<file path="src/rtl/mem_pkg.sv">
// Shared encodings and requester identifiers for the scratchpad arbiter.
package mem_pkg;

  localparam logic [2:0] MT_B  = 3'd1;
  localparam logic [2:0] MT_H  = 3'd2;
  localparam logic [2:0] MT_W  = 3'd3;
  localparam logic [2:0] MT_BU = 3'd5;
  localparam logic [2:0] MT_HU = 3'd6;

  localparam logic M_XRD = 1'b0;
  localparam logic M_XWR = 1'b1;

  typedef logic [1:0] req_id_t;

  localparam req_id_t REQ_IMEM = 2'd0;
  localparam req_id_t REQ_DMEM = 2'd1;
  localparam req_id_t REQ_HTIF = 2'd2;
  localparam int unsigned NUM_REQ = 3;

  // Round-robin successor, wrapping htif back to imem.
  function automatic req_id_t next_id(input req_id_t id);
    return (id == REQ_HTIF) ? REQ_IMEM : req_id_t'(id + 2'd1);
  endfunction

endpackage

</file>
<file path="src/rtl/mem_wmask_gen.sv">
// Byte write-enable generator: misaligned or unknown access types yield an empty mask.
module mem_wmask_gen
  import mem_pkg::*;
#(
  parameter int unsigned SW = 4
) (
  input  logic [2:0]    typ_i,
  input  logic [1:0]    addr_i,
  output logic [SW-1:0] mask_o
);

  always_comb begin
    mask_o = '0;
    case (typ_i)
      MT_B, MT_BU: mask_o = SW'(1) << addr_i;
      MT_H, MT_HU: begin
        if (!addr_i[0]) mask_o = SW'(3) << addr_i;
      end
      MT_W: begin
        if (addr_i == 2'b00) mask_o = '1;
      end
      default: mask_o = '0;
    endcase
  end

endmodule

</file>
<file path="src/rtl/mem_arbiter.sv">
// Round-robin arbiter sharing one synchronous-read scratchpad among imem, dmem and htif;
// each response is routed back to the requester granted in the previous cycle.
module mem_arbiter
  import mem_pkg::*;
#(
  parameter int unsigned AW = 32,
  parameter int unsigned DW = 32,
  parameter int unsigned SW = DW / 8
) (
  input  logic          clk_i,
  input  logic          reset_i,

  input  logic          imem_req_valid_i,
  output logic          imem_req_ready_o,
  input  logic [AW-1:0] imem_req_addr_i,
  output logic          imem_resp_valid_o,
  output logic [DW-1:0] imem_resp_data_o,

  input  logic          dmem_req_valid_i,
  output logic          dmem_req_ready_o,
  input  logic [AW-1:0] dmem_req_addr_i,
  input  logic [DW-1:0] dmem_req_data_i,
  input  logic          dmem_req_fcn_i,
  input  logic [2:0]    dmem_req_typ_i,
  output logic          dmem_resp_valid_o,
  output logic [DW-1:0] dmem_resp_data_o,

  input  logic          htif_req_valid_i,
  output logic          htif_req_ready_o,
  input  logic [AW-1:0] htif_req_addr_i,
  input  logic [DW-1:0] htif_req_data_i,
  input  logic          htif_req_fcn_i,
  input  logic [2:0]    htif_req_typ_i,
  output logic          htif_resp_valid_o,
  output logic [DW-1:0] htif_resp_data_o,

  output logic          mem_req_valid_o,
  output logic [AW-3:0] mem_req_addr_o,
  output logic          mem_req_wen_o,
  output logic [SW-1:0] mem_req_wmask_o,
  output logic [DW-1:0] mem_req_data_o,
  input  logic [DW-1:0] mem_resp_data_i
);

  req_id_t last_grant_q, last_grant_d;
  req_id_t resp_id_q, resp_id_d;
  logic    resp_pend_q, resp_pend_d;

  logic [NUM_REQ-1:0] req_valid;
  logic               grant_valid;
  req_id_t            grant_id;
  req_id_t            cand;

  logic [AW-1:0] sel_addr;
  logic [DW-1:0] sel_data;
  logic          sel_fcn;
  logic [2:0]    sel_typ;
  logic [SW-1:0] gen_mask;
  logic          resp_live;

  assign req_valid = {htif_req_valid_i, dmem_req_valid_i, imem_req_valid_i};

  // Walk the three requesters starting just after the last winner.
  always_comb begin
    grant_valid = 1'b0;
    grant_id    = last_grant_q;
    cand        = next_id(last_grant_q);
    for (int k = 0; k < NUM_REQ; k++) begin
      if (!grant_valid && req_valid[cand]) begin
        grant_valid = 1'b1;
        grant_id    = cand;
      end
      cand = next_id(cand);
    end
    if (reset_i) grant_valid = 1'b0;
  end

  // imem is fetch-only, so it presents as an aligned word read.
  always_comb begin
    sel_addr = imem_req_addr_i;
    sel_data = '0;
    sel_fcn  = M_XRD;
    sel_typ  = MT_W;
    case (grant_id)
      REQ_DMEM: begin
        sel_addr = dmem_req_addr_i;
        sel_data = dmem_req_data_i;
        sel_fcn  = dmem_req_fcn_i;
        sel_typ  = dmem_req_typ_i;
      end
      REQ_HTIF: begin
        sel_addr = htif_req_addr_i;
        sel_data = htif_req_data_i;
        sel_fcn  = htif_req_fcn_i;
        sel_typ  = htif_req_typ_i;
      end
      default: ;
    endcase
  end

  mem_wmask_gen #(
    .SW (SW)
  ) u_wmask_gen (
    .typ_i  (sel_typ),
    .addr_i (sel_addr[1:0]),
    .mask_o (gen_mask)
  );

  always_comb begin
    mem_req_valid_o = grant_valid;
    mem_req_addr_o  = sel_addr[AW-1:2];
    mem_req_wen_o   = grant_valid && (sel_fcn == M_XWR);
    mem_req_wmask_o = mem_req_wen_o ? gen_mask : '0;
    mem_req_data_o  = sel_data;

    imem_req_ready_o = grant_valid && (grant_id == REQ_IMEM);
    dmem_req_ready_o = grant_valid && (grant_id == REQ_DMEM);
    htif_req_ready_o = grant_valid && (grant_id == REQ_HTIF);
  end

  always_comb begin
    last_grant_d = grant_valid ? grant_id : last_grant_q;
    resp_pend_d  = grant_valid;
    resp_id_d    = grant_valid ? grant_id : resp_id_q;
  end

  always_ff @(posedge clk_i) begin
    if (reset_i) begin
      last_grant_q <= REQ_HTIF;
      resp_pend_q  <= 1'b0;
      resp_id_q    <= REQ_IMEM;
    end else begin
      last_grant_q <= last_grant_d;
      resp_pend_q  <= resp_pend_d;
      resp_id_q    <= resp_id_d;
    end
  end

  // A response still in flight when reset rises is suppressed immediately.
  assign resp_live = resp_pend_q && !reset_i;

  always_comb begin
    imem_resp_valid_o = resp_live && (resp_id_q == REQ_IMEM);
    dmem_resp_valid_o = resp_live && (resp_id_q == REQ_DMEM);
    htif_resp_valid_o = resp_live && (resp_id_q == REQ_HTIF);
    imem_resp_data_o  = mem_resp_data_i;
    dmem_resp_data_o  = mem_resp_data_i;
    htif_resp_data_o  = mem_resp_data_i;
  end

endmodule

</file>
<file path="config.mk">
export PLATFORM = sky130hd
export DESIGN_NAME = mem_arbiter
export DESIGN_NICKNAME = d
export VERILOG_FILES = /design/src/rtl/mem_pkg.sv /design/src/rtl/mem_wmask_gen.sv /design/src/rtl/mem_arbiter.sv
export SDC_FILE = /design/constraint.sdc
export NUM_CORES = 1
export LEC_CHECK = 0
export CAP_MARGIN = 20
export CORE_AREA = 2 2 146 148
export DETAILED_ROUTE_END_ITERATION = 12
export DIE_AREA = 0 0 148 150
export GPL_ROUTABILITY_DRIVEN = 0
export HOLD_SLACK_MARGIN = 0.06
export PLACE_DENSITY = 0.57
export SYNTH_ARGS = -nofsm -noshare
export SYNTH_HDL_FRONTEND = slang
export SYNTH_SLANG_ARGS = --single-unit
</file>
<file path="constraint.sdc">
create_clock -name clk_i -period 5.8 [get_ports clk_i]
set_clock_uncertainty 0.2 [all_clocks]
set_input_delay 0.58 -clock clk_i [delete_from_list [all_inputs] [get_ports clk_i]]
set_output_delay 0.58 -clock clk_i [all_outputs]
set_load 0.01 [all_outputs]
</file>
==> reports/results.tsv <==
stage	metric	value	unit
synthesis	yosysWarnings	0	
grt	grt-busiest-layer	met2	
cells_and_area	fin_util	0.205	
power_and_ir_drop	vdd_drop_max	0.229	mV
timing	grt_setup_unrepaired	no	
synthesis	syn-cell-area	2160	µm²
place	io_buffers	246	
critical_path	crit_arrival	3850	ps
cts	cts-buffers-inserted	3	
critical_path	worst_setup_path_start_kind	input pin	
critical_path	required	5020	ps
grt	use_met2	0.124	
power_and_ir_drop	switching_share	0.366	
detailed_routing	finalWirelength	9920	µm
cells_and_area	num-nets-final	673	
cells_and_area	stdcell_area	4240	µm²
synthesis	synth_nets	542	
grt	grt_max_degree	70	
synthesis	synth_area_leaders	buf_4 (34%), a22oi_1 (23%), o21ai_0 (7.0%)	
timing	setup_ws	1170	ps
cts	cts_resized	0	
power_and_ir_drop	finalPower	0.602	mW
floorplanning	core-area	20700	µm²
synthesis	synth_cell_types	37	
cells_and_area	drive_gt1_frac	0.0302	
power_and_ir_drop	power.density	142	nW/µm²
job	cap_violations	0	
detailed_routing	vias	2754	
timing	maxSlewHeadroom	0.440	
timing	fin_crit_sh	0.798	
floorplanning	row_count	53	
timing	fin_crit	4630	ps
floorplanning	io-pin-count	375	
place	dp_hpwl	7880	µm
grt	use_met3	0.0277	
cts	post_cts_buffers	0	
synthesis	synth_edf_count	0	
timing	worst_pin_slew	840	ps
run_status	status	complete, no violations	
synthesis	synth_seq_cells	4	
min_path	holdCritPathClass	reg -> reg	
synthesis	syn_inst	334	
cts	clock_sinks	4	
place	preCtsSetupSlack	1160	ps
floorplanning	initial_utilization	0.104	
timing	final.setup.tns	0	ps
timing	finalSetupViolations	0	
cts	insertion_delay	220	ps
detailed_routing	drc	0	
critical_path	crit_fanout	68	
timing	max_freq	216	MHz
cts	ctsRootBufferMaster	clkbuf_16	
power_and_ir_drop	p_leak	1.44	nW
critical_path	reg2reg_depth	3	
grt	grt_pass1_wl	14100	µm
floorplanning	die-area	22200	µm²
floorplanning	die_h	150	µm
synthesis	yosysTopAreaCell	buf_4	
cts	cts_buffer_depth	2	
cells_and_area	n_antenna_cell	0	
floorplanning	die_width	148	µm
synthesis	ys_seq_area_frac	0.0371	
timing	drv_slew	0	
detailed_routing	viasPerCell	3.73	
grt	antenna_found_initial	0	
grt	met1_usage	0.0979	
detailed_routing	wl_per_cell	13.4	µm
cts	cts.reportedPaths.clkPinSlew	30	ps
power_and_ir_drop	combinationalPowerShare	0.771	
power_and_ir_drop	p_int	0.382	mW
min_path	hold-path-cell-count	2	
cts	htreeDepth	1	
cts	cts_tree	yes	
power_and_ir_drop	power_frac_clock	0.176	
place	place_area	4170	µm²
detailed_routing	drtPass1Iterations	4	
power_and_ir_drop	p_switching	0.220	mW
synthesis	synth.avg_cell_area	6.46	µm²
cts	ctsHoldBuffers	0	
timing	finalHoldViolCount	0	
power_and_ir_drop	seq_power_share	0.053	
synthesis	synth_ff_type	dfxtp_1	
critical_path	criticalPathCategory	in -> out	
synthesis	synth_top_area_share	0.337	
detailed_routing	drt_iter0_markers	103	
detailed_routing	antenna_left	0	
grt	overflow	0	
grt	grt_pass1_vias	2629	
grt	track_usage	0.0776	
synthesis	async_flop_share	0	
critical_path	crit_path_end_kind	output pin	
cells_and_area	syn_to_final_growth	96.6	%
[synthesized netlist by cell type (3+ instances only)]
cell type	count
buf_4	97
a22oi_1	66
nor2_1	39
nand2_1	33
o21ai_0	30
clkbuf_1	21
and2_1	4
dfxtp_1	4
inv_1	4
ha_1	3
[final timing paths]
check	startpoint	end	slack, ps
setup / recovery	dmem_req_valid_i	mem_req_wmask_o[0]	1170
hold / removal	resp_id_q[1]	resp_id_q[1]	330
hold reg to reg	resp_id_q[1]	resp_id_q[1]	330
setup reg to reg	last_grant_q[0]	resp_id_q[1]	4440
[flip-flops by register name, indices dropped and copies added (netlist names)]
name and cells:
resp_id_q 1, last_grant_q 2, resp_pend_q 1
[area by class of cell]
type,instances,area [µm²]
fillers,2324,16400
repair buffers,248,2490
multi-input cells,203,1240
well taps,275,344
flip-flops and latches,4,80.1
clock buffers,3,75.1
inverters,5,18.8
[logic make-up (layout without fill, tap and decap cells)]
kind of cell,after synthesis,after routing,share of synthesized area
compound gates,111,111,0.361
simple gates,88,88,0.183
mux,1,1,0.00464
buf+inv,127,256,0.397
fa+ha+maj,3,3,0.0174
flops,4,4,0.0371
[worst max-delay path: stages]
cell and delay [ps]:
clkdlybuf4s50_1 520, nor2_1 80, a22oi_1 420, inv_1 140
ha_4 720, inv_1 130, o21ai_1 320, nand2_1 130
nor3_1 230, clkdlybuf4s50_1 570
[power groups by stage]
| stage | Sequential, mW | Combinational (mW) | Clock (mW) |
|---|---|---|---|
| 2_1_floorplan | 0.0315 | 0.264 | 0 |
| 3_3_place_gp | 0.0321 | 0.465 | 0 |
| 3_5_place_dp | 0.0322 | 0.467 | 0 |
| 4_1_cts | 0.0319 | 0.469 | 0.107 |
| 5_1_grt | 0.0324 | 0.504 | 0.109 |
| 6_report | 0.0319 | 0.464 | 0.106 |
[metrics by stage]
step	std cells	hold WS [ps]
CTS	738	333
detailed placement	735	330
global route	738	350
floorplan	334	298
global placement	735	331
finish	738	329
[placed cells by master, fill, tap and decap left out, types with 2 or more instances in the layout]
master           instances
o21ai_0                 30
dfxtp_1                  4
clkbuf_16                3
nand2b_1                 2
nor2_1                  39
a21oi_1                  2
and2_1                   4
inv_1                    4
clkdlybuf4s50_1        246
a221o_1                  2
a22oi_1                 66
nand2_1                 33
nor3_1                   2
nor4bb_1                 2
[layer usage]
metal | vias to the layer above | share of wire
met5 | - | 0
met4 | 0 | 0.030
met3 | 32 | 0.11
met2 | 170 | 0.45
met1 | 1210 | 0.41
li1 | 1342 | -
(Power assumes the default switching activity.)
